==> config.mk <==
export PLATFORM = sky130hd
export DESIGN_NAME = sr04_responder
export DESIGN_NICKNAME = d
export VERILOG_FILES = /design/src/rtl/sr04_responder.sv
export SDC_FILE = /design/constraint.sdc
export NUM_CORES = 1
export LEC_CHECK = 0
export BUFFER_PORTS_ARGS = -buffer_cell sky130_fd_sc_hd__buf_2
export CELL_PAD_IN_SITES_DETAIL_PLACEMENT = 2
export CELL_PAD_IN_SITES_GLOBAL_PLACEMENT = 2
export CORE_MARGIN = 5
export CORE_UTILIZATION = 36
export CTS_CLUSTER_SIZE = 8
export DETAILED_ROUTE_END_ITERATION = 8
export GPL_TIMING_DRIVEN = 0
export PLACE_DENSITY = 0.8
export SLEW_MARGIN = 20
export SYNTH_ARGS = -nofsm -noshare
export SYNTH_HDL_FRONTEND = slang
export SYNTH_SLANG_ARGS = --single-unit
==> constraint.sdc <==
create_clock -name clk -period 2.9 [get_ports clk]
set_input_delay 0.29 -clock clk [delete_from_list [all_inputs] [get_ports clk]]
set_output_delay 0.29 -clock clk [all_outputs]
set_load 0.01 [all_outputs]
==> src/rtl/sr04_responder.sv <==
// HC-SR04 sensor emulator: answers a qualified Trigger pulse with an Echo pulse
// whose width encodes a programmed distance, followed by a holdoff dead time.
`timescale 1ns/1ps

module sr04_responder #(
    parameter int CLK_HZ      = 50_000_000,
    parameter int TRIG_MIN_US = 10,
    parameter int BURST_US    = 200,
    parameter int US_PER_CM   = 58,
    parameter int MIN_CM      = 2,
    parameter int MAX_CM      = 400,
    parameter int TIMEOUT_US  = 38000,
    parameter int HOLDOFF_US  = 10000
) (
    input  logic       clk,
    input  logic       reset,
    input  logic       Trigger,
    input  logic [8:0] distance_cm,
    input  logic       obj_present,
    output logic       Echo,
    output logic       busy,
    output logic       short_trig,
    output logic [7:0] meas_count
);

    localparam int CYC_US      = CLK_HZ / 1_000_000;
    localparam int TRIG_CYC    = TRIG_MIN_US * CYC_US;
    localparam int BURST_CYC   = BURST_US * CYC_US;
    localparam int CM_CYC      = US_PER_CM * CYC_US;
    localparam int TIMEOUT_CYC = TIMEOUT_US * CYC_US;
    localparam int HOLD_CYC    = HOLDOFF_US * CYC_US;
    localparam int RANGE_CYC   = MAX_CM * CM_CYC;
    localparam int ECHO_MAX    = (TIMEOUT_CYC > RANGE_CYC) ? TIMEOUT_CYC : RANGE_CYC;
    localparam int TMAX_A      = (ECHO_MAX > HOLD_CYC) ? ECHO_MAX : HOLD_CYC;
    localparam int TIMER_MAX   = (TMAX_A > BURST_CYC) ? TMAX_A : BURST_CYC;
    localparam int TW          = $clog2(TIMER_MAX + 1);
    localparam int CW          = $clog2(TRIG_CYC + 1);

    localparam logic [CW-1:0] TRIG_SAT    = CW'(TRIG_CYC);
    localparam logic [CW-1:0] TRIG_ACCEPT = CW'(TRIG_CYC - 1);
    localparam logic [TW-1:0] BURST_LAST  = TW'(BURST_CYC - 1);
    localparam logic [TW-1:0] HOLD_LAST   = TW'(HOLD_CYC - 1);
    localparam logic [TW-1:0] TIMEOUT_LEN = TW'(TIMEOUT_CYC);
    localparam logic [TW-1:0] CM_LEN      = TW'(CM_CYC);
    localparam logic [TW-1:0] TIMER_ONE   = TW'(1);
    localparam logic [8:0]    MAX_D       = 9'(MAX_CM);
    localparam logic [8:0]    MIN_D       = 9'(MIN_CM);

    typedef enum logic [2:0] {
        IDLE,
        TRIG_HI,
        BURST,
        ECHO,
        HOLDOFF
    } state_t;

    state_t        state, state_next;
    logic          trig_meta, trig_s, trig_d;
    logic          trig_rise, trig_fall;
    logic [CW-1:0] trig_cnt, trig_cnt_next;
    logic [TW-1:0] timer, timer_next;
    logic [TW-1:0] echo_len, echo_len_next;
    logic [TW-1:0] latched_len;
    logic [8:0]    dist_clamped;
    logic          echo_next, busy_next, short_next;
    logic [7:0]    count_next;

    always_ff @(posedge clk or negedge reset) begin
        if (!reset) begin
            trig_meta <= 1'b0;
            trig_s    <= 1'b0;
            trig_d    <= 1'b0;
        end else begin
            trig_meta <= Trigger;
            trig_s    <= trig_meta;
            trig_d    <= trig_s;
        end
    end

    assign trig_rise    = trig_s & ~trig_d;
    assign trig_fall    = ~trig_s & trig_d;
    assign dist_clamped = (distance_cm < MIN_D) ? MIN_D : distance_cm;

    // Echo length is resolved to a cycle count once, at the moment of acceptance.
    always_comb begin
        latched_len = TW'(dist_clamped) * CM_LEN;
        if (!obj_present || (distance_cm > MAX_D)) begin
            latched_len = TIMEOUT_LEN;
        end
    end

    always_ff @(posedge clk or negedge reset) begin
        if (!reset) begin
            state      <= IDLE;
            trig_cnt   <= '0;
            timer      <= '0;
            echo_len   <= '0;
            Echo       <= 1'b0;
            busy       <= 1'b0;
            short_trig <= 1'b0;
            meas_count <= '0;
        end else begin
            state      <= state_next;
            trig_cnt   <= trig_cnt_next;
            timer      <= timer_next;
            echo_len   <= echo_len_next;
            Echo       <= echo_next;
            busy       <= busy_next;
            short_trig <= short_next;
            meas_count <= count_next;
        end
    end

    // The rise cycle itself is a high cycle, so a count of TRIG_CYC-1 at the
    // fall means the trigger was high for the full minimum time.
    always_comb begin
        state_next    = state;
        trig_cnt_next = trig_cnt;
        timer_next    = timer;
        echo_len_next = echo_len;
        echo_next     = Echo;
        busy_next     = busy;
        short_next    = 1'b0;
        count_next    = meas_count;

        case (state)
            IDLE: begin
                if (trig_rise) begin
                    state_next    = TRIG_HI;
                    trig_cnt_next = '0;
                end
            end
            TRIG_HI: begin
                if (trig_fall) begin
                    if (trig_cnt >= TRIG_ACCEPT) begin
                        echo_len_next = latched_len;
                        count_next    = meas_count + 8'd1;
                        busy_next     = 1'b1;
                        timer_next    = '0;
                        state_next    = BURST;
                    end else begin
                        short_next = 1'b1;
                        state_next = IDLE;
                    end
                end else if (trig_s && (trig_cnt != TRIG_SAT)) begin
                    trig_cnt_next = trig_cnt + CW'(1);
                end
            end
            BURST: begin
                if (timer == BURST_LAST) begin
                    timer_next = '0;
                    echo_next  = 1'b1;
                    state_next = ECHO;
                end else begin
                    timer_next = timer + TIMER_ONE;
                end
            end
            ECHO: begin
                if (timer == (echo_len - TIMER_ONE)) begin
                    timer_next = '0;
                    echo_next  = 1'b0;
                    state_next = HOLDOFF;
                end else begin
                    timer_next = timer + TIMER_ONE;
                end
            end
            HOLDOFF: begin
                if (timer == HOLD_LAST) begin
                    timer_next = '0;
                    busy_next  = 1'b0;
                    state_next = IDLE;
                end else begin
                    timer_next = timer + TIMER_ONE;
                end
            end
            default: begin
                state_next = IDLE;
            end
        endcase
    end

endmodule
==> results.cfg <==
[run_status]
violations = setup timing
status = finished with violations

[worst_setup_path]
worstRegToRegCells = 10
critPathSlowestCell = fa_1
timing.rr.start = timer[7]
worstPathRequired_ps = 3110
max_stage_delay_ps = 540
critPathLaunch = distance_cm[3]
critPathMostFrequentCell = fa_1
rr_endpoint = timer[15]
cp_max_fo = 6
endpoint = echo_len[20]
critPathKind = primary input to flop
arrival_ps = 4980
path_cells = buf_6, or3_4, o41ai_4, nand2_2, buf_8, and2_4, ha_4, fa_1, fa_1, inv_1, fa_1, inv_1, ha_2, nor2_1, nor2_2, buf_4, a31oi_4, a21oi_2, a21oi_2, xor2_1, a21oi_1
crit_path_start_kind = primary input
critPathCaptureType = flop
rrSetupSlack_ps = -250

[logic_synthesis]
syn_inst = 601
synth-async-reset-ratio_pct = 100
netlist_area_um2 = 5460
syn_area_per_cell_um2 = 9.09
synth_ff_type = dfrtp_1
ys_types = 61
synth_edf_count = 0
synth_seq_cells = 66
synth_nets = 687
yosys_warnings = 0
ys_seq_area_share_pct = 30.2

[power_and_ir_drop]
switching_power_mw = 1.75
pwr-share-seq_pct = 21.7
netSwitchingFraction_pct = 38.0
powerDensity_nw_per_um2 = 603
power_leakage_nw = 3.26
p_int_mw = 2.85
pwr-share-clk_pct = 28.7
p_comb_share_pct = 49.6
max-vdd-ir-drop_mv = 0.374

[grt]
antenna_found_initial = 0
grt_pass1_vias = 5781
track_usage_pct = 22.7
grt_max_degree = 47
grt_pass1_wl_um = 31800
grt_overflow = 0

[sta]
fmax_ghz = 0.209
post-route-period-util_pct = 165
hold_ws_ps = 45.9
setup_ws_ps = -1880
fin_worst_skew_ps = 12.3
rsz0062_at_grt = true
hold_viol = 0
slew_headroom_pct = 27.9
fin_crit_ps = 4780
tightest_slew_ps = 1080
setup_violations = 37
slew_violations = 0

[floorplan]
die_h_um = 133
initial_core_util_pct = 36.3
row_count = 45
die_area_um2 = 17700
die_w_um = 133
core_area_um2 = 15000
io-pin-count = 24

[cells_and_area]
nNetsFinal = 777
seqCellArea_um2 = 1660
multiInputGateArea_um2 = 4350
fill_cells = 1520
syn2layout_area_growth_pct = 39.7
num_antenna_cells = 0
drive_above_1_share_pct = 35.1

[routing]
vias_per_cell = 5.86
drt_iter0_markers = 255
wl_per_cell_um = 26.1
drc_errors = 0
first_pass_iters = 4
routed_wl_um = 23100
via_count = 5184
drtAntennaViolNets = 0

[worst_hold_path]
min_delay_path_depth = 1
min_path_type = primary input to flop
hold_path.startpoint = Trigger

[clocking]
cts.sinks = 66
clock_latency_ps = 350
htreeDepth = 3
clk_path_buf_depth = 2
cts.clk_slew.worst_paths_ps = 70
cts-root-buf = clkbuf_16
cts_buffers = 9
cts_tree = yes

[placed_design]
port-buffer-count = 23
pre_cts_ws_ps = -2230
place.gp.congestion = 0.847
place_hpwl_um = 13000

[run]
drv_cap = 0
==> final cells by class <==
class                      instances  share of cell area [%]
multi-input combinational        457                    57.0
sequential                        66                    21.8
timing repair buffer              89                    9.62
clock buffer                       9                    2.95
clock inverter                     7                    1.64
inverter                          53                    2.64
buffer                            15                    1.31
tap                              188                    3.08
==> cell usage after synthesis, types with 3 or more instances <==
master	n	area share, %
dfrtp_1	66	30
inv_1	53	3.6
ha_1	51	12
nand2_1	48	3.3
nor2_1	35	2.4
xnor2_1	30	4.8
a21oi_1	28	2.6
o21ai_0	27	2.5
nand3_1	25	2.3
xor2_1	24	3.8
fa_1	22	8.1
clkbuf_1	20	1.4
nand4_1	17	1.9
nor3_1	15	1.4
and2_1	14	1.6
o31ai_1	12	1.6
and3_1	9	1.0
nand2b_1	9	1.0
nor4_1	8	0.92
o2111ai_1	8	1.3
nand4b_1	6	0.96
nor2b_1	6	0.69
o41ai_1	5	0.80
or3_1	5	0.57
a31oi_1	4	0.46
o22a_1	4	0.64
or4_1	4	0.55
mux2i_1	3	0.55
==> cell families (layout without fill, tap and decap cells) <==
group	Yosys count	in the layout	share of synthesized area [%]
compound gates	110	110	13.4
xor+xnor	54	54	8.66
fa+ha+maj	73	73	19.7
buf+inv	78	173	5.63
flops	66	66	30.2
mux	5	5	0.962
simple gates	215	215	21.4
==> placed cells by master, fill, tap and decap left out, types with 11 or more instances in the layout <==
master / n
xnor2_1: 26
ha_1: 32
fa_1: 20
nand4_1: 17
nor2_1: 32
buf_4: 52
o21ai_2: 12
a21oi_1: 20
dfrtp_1: 56
nand3_1: 24
o21ai_0: 11
inv_2: 11
inv_1: 41
buf_2: 20
ha_4: 17
nand2_1: 46
xor2_1: 23
buf_6: 12
==> power groups by stage <==
| stage | clock network, mW | logic (mW) | registers (mW) |
|---|---|---|---|
| floorplan | 0 | 1.09 | 0.993 |
| global placement | 0 | 1.35 | 1.00 |
| detailed placement | 0 | 1.43 | 1.00 |
| CTS | 1.31 | 1.88 | 0.996 |
| global route | 1.37 | 2.46 | 1.01 |
| finish | 1.32 | 2.28 | 1.00 |
==> state kept, by name, indices dropped and copies added, names as in the netlist <==
signal	cells
trig_cnt	9
trig_s	1
timer	21
meas_count	8
state	3
short_trig	1
busy	1
trig_meta	1
trig_d	1
echo_len	19
Echo	1
==> critical path: cells and delay by family <==
kind / cells / cell delay, ps
AO/OA/AOI/OAI: 5 / 870
XOR/XNOR: 1 / 190
adder cells (fa/ha/maj): 5 / 2120
AND/OR/NAND/NOR: 5 / 1020
buffers and inverters: 5 / 500
==> per-layer routing <==
metal | track usage [%] | vias to the layer above | part of all wire, %
met2 | 44.0 | 132 | 56
met1 | 25.0 | 2682 | 37
met3 | 3.21 | 62 | 2.6
met4 | 8.23 | 0 | 4.5
met5 | 0 | - | 0
li1 | - | 2308 | -
==> stage by stage <==
step	instance area (um2)	utilization (%)	cells	power, mW	TNS [ps]
after global routing	7630	50.8	884	4.84	-26730
after global placement	6010	40.0	812	2.35	-33720
final	7630	50.8	884	4.60	-22800
after detailed placement	6040	40.2	813	2.43	-39020
after CTS	7020	46.7	860	4.19	-16020
after floorplan	5660	-	601	2.08	-15920
==> worst min path at each step <==
stage,endpoint,slack [ps]
3_5_place_dp,timer[15],200
5_1_grt,trig_meta,50
3_3_place_gp,trig_s,340
2_1_floorplan,Echo,-6
6_report,trig_meta,50
4_1_cts,trig_meta,50
==> repair_timing <==
item                       4_1_cts  5_1_grt
hold buffers                     1        0
hold endpoints to repair        20        0
setup buffers                   33       29
gates resized for setup         86       85
pin swaps                       39       63
setup endpoints to repair       42       44
cloned                           2        2
(Power assumes the default switching activity.)
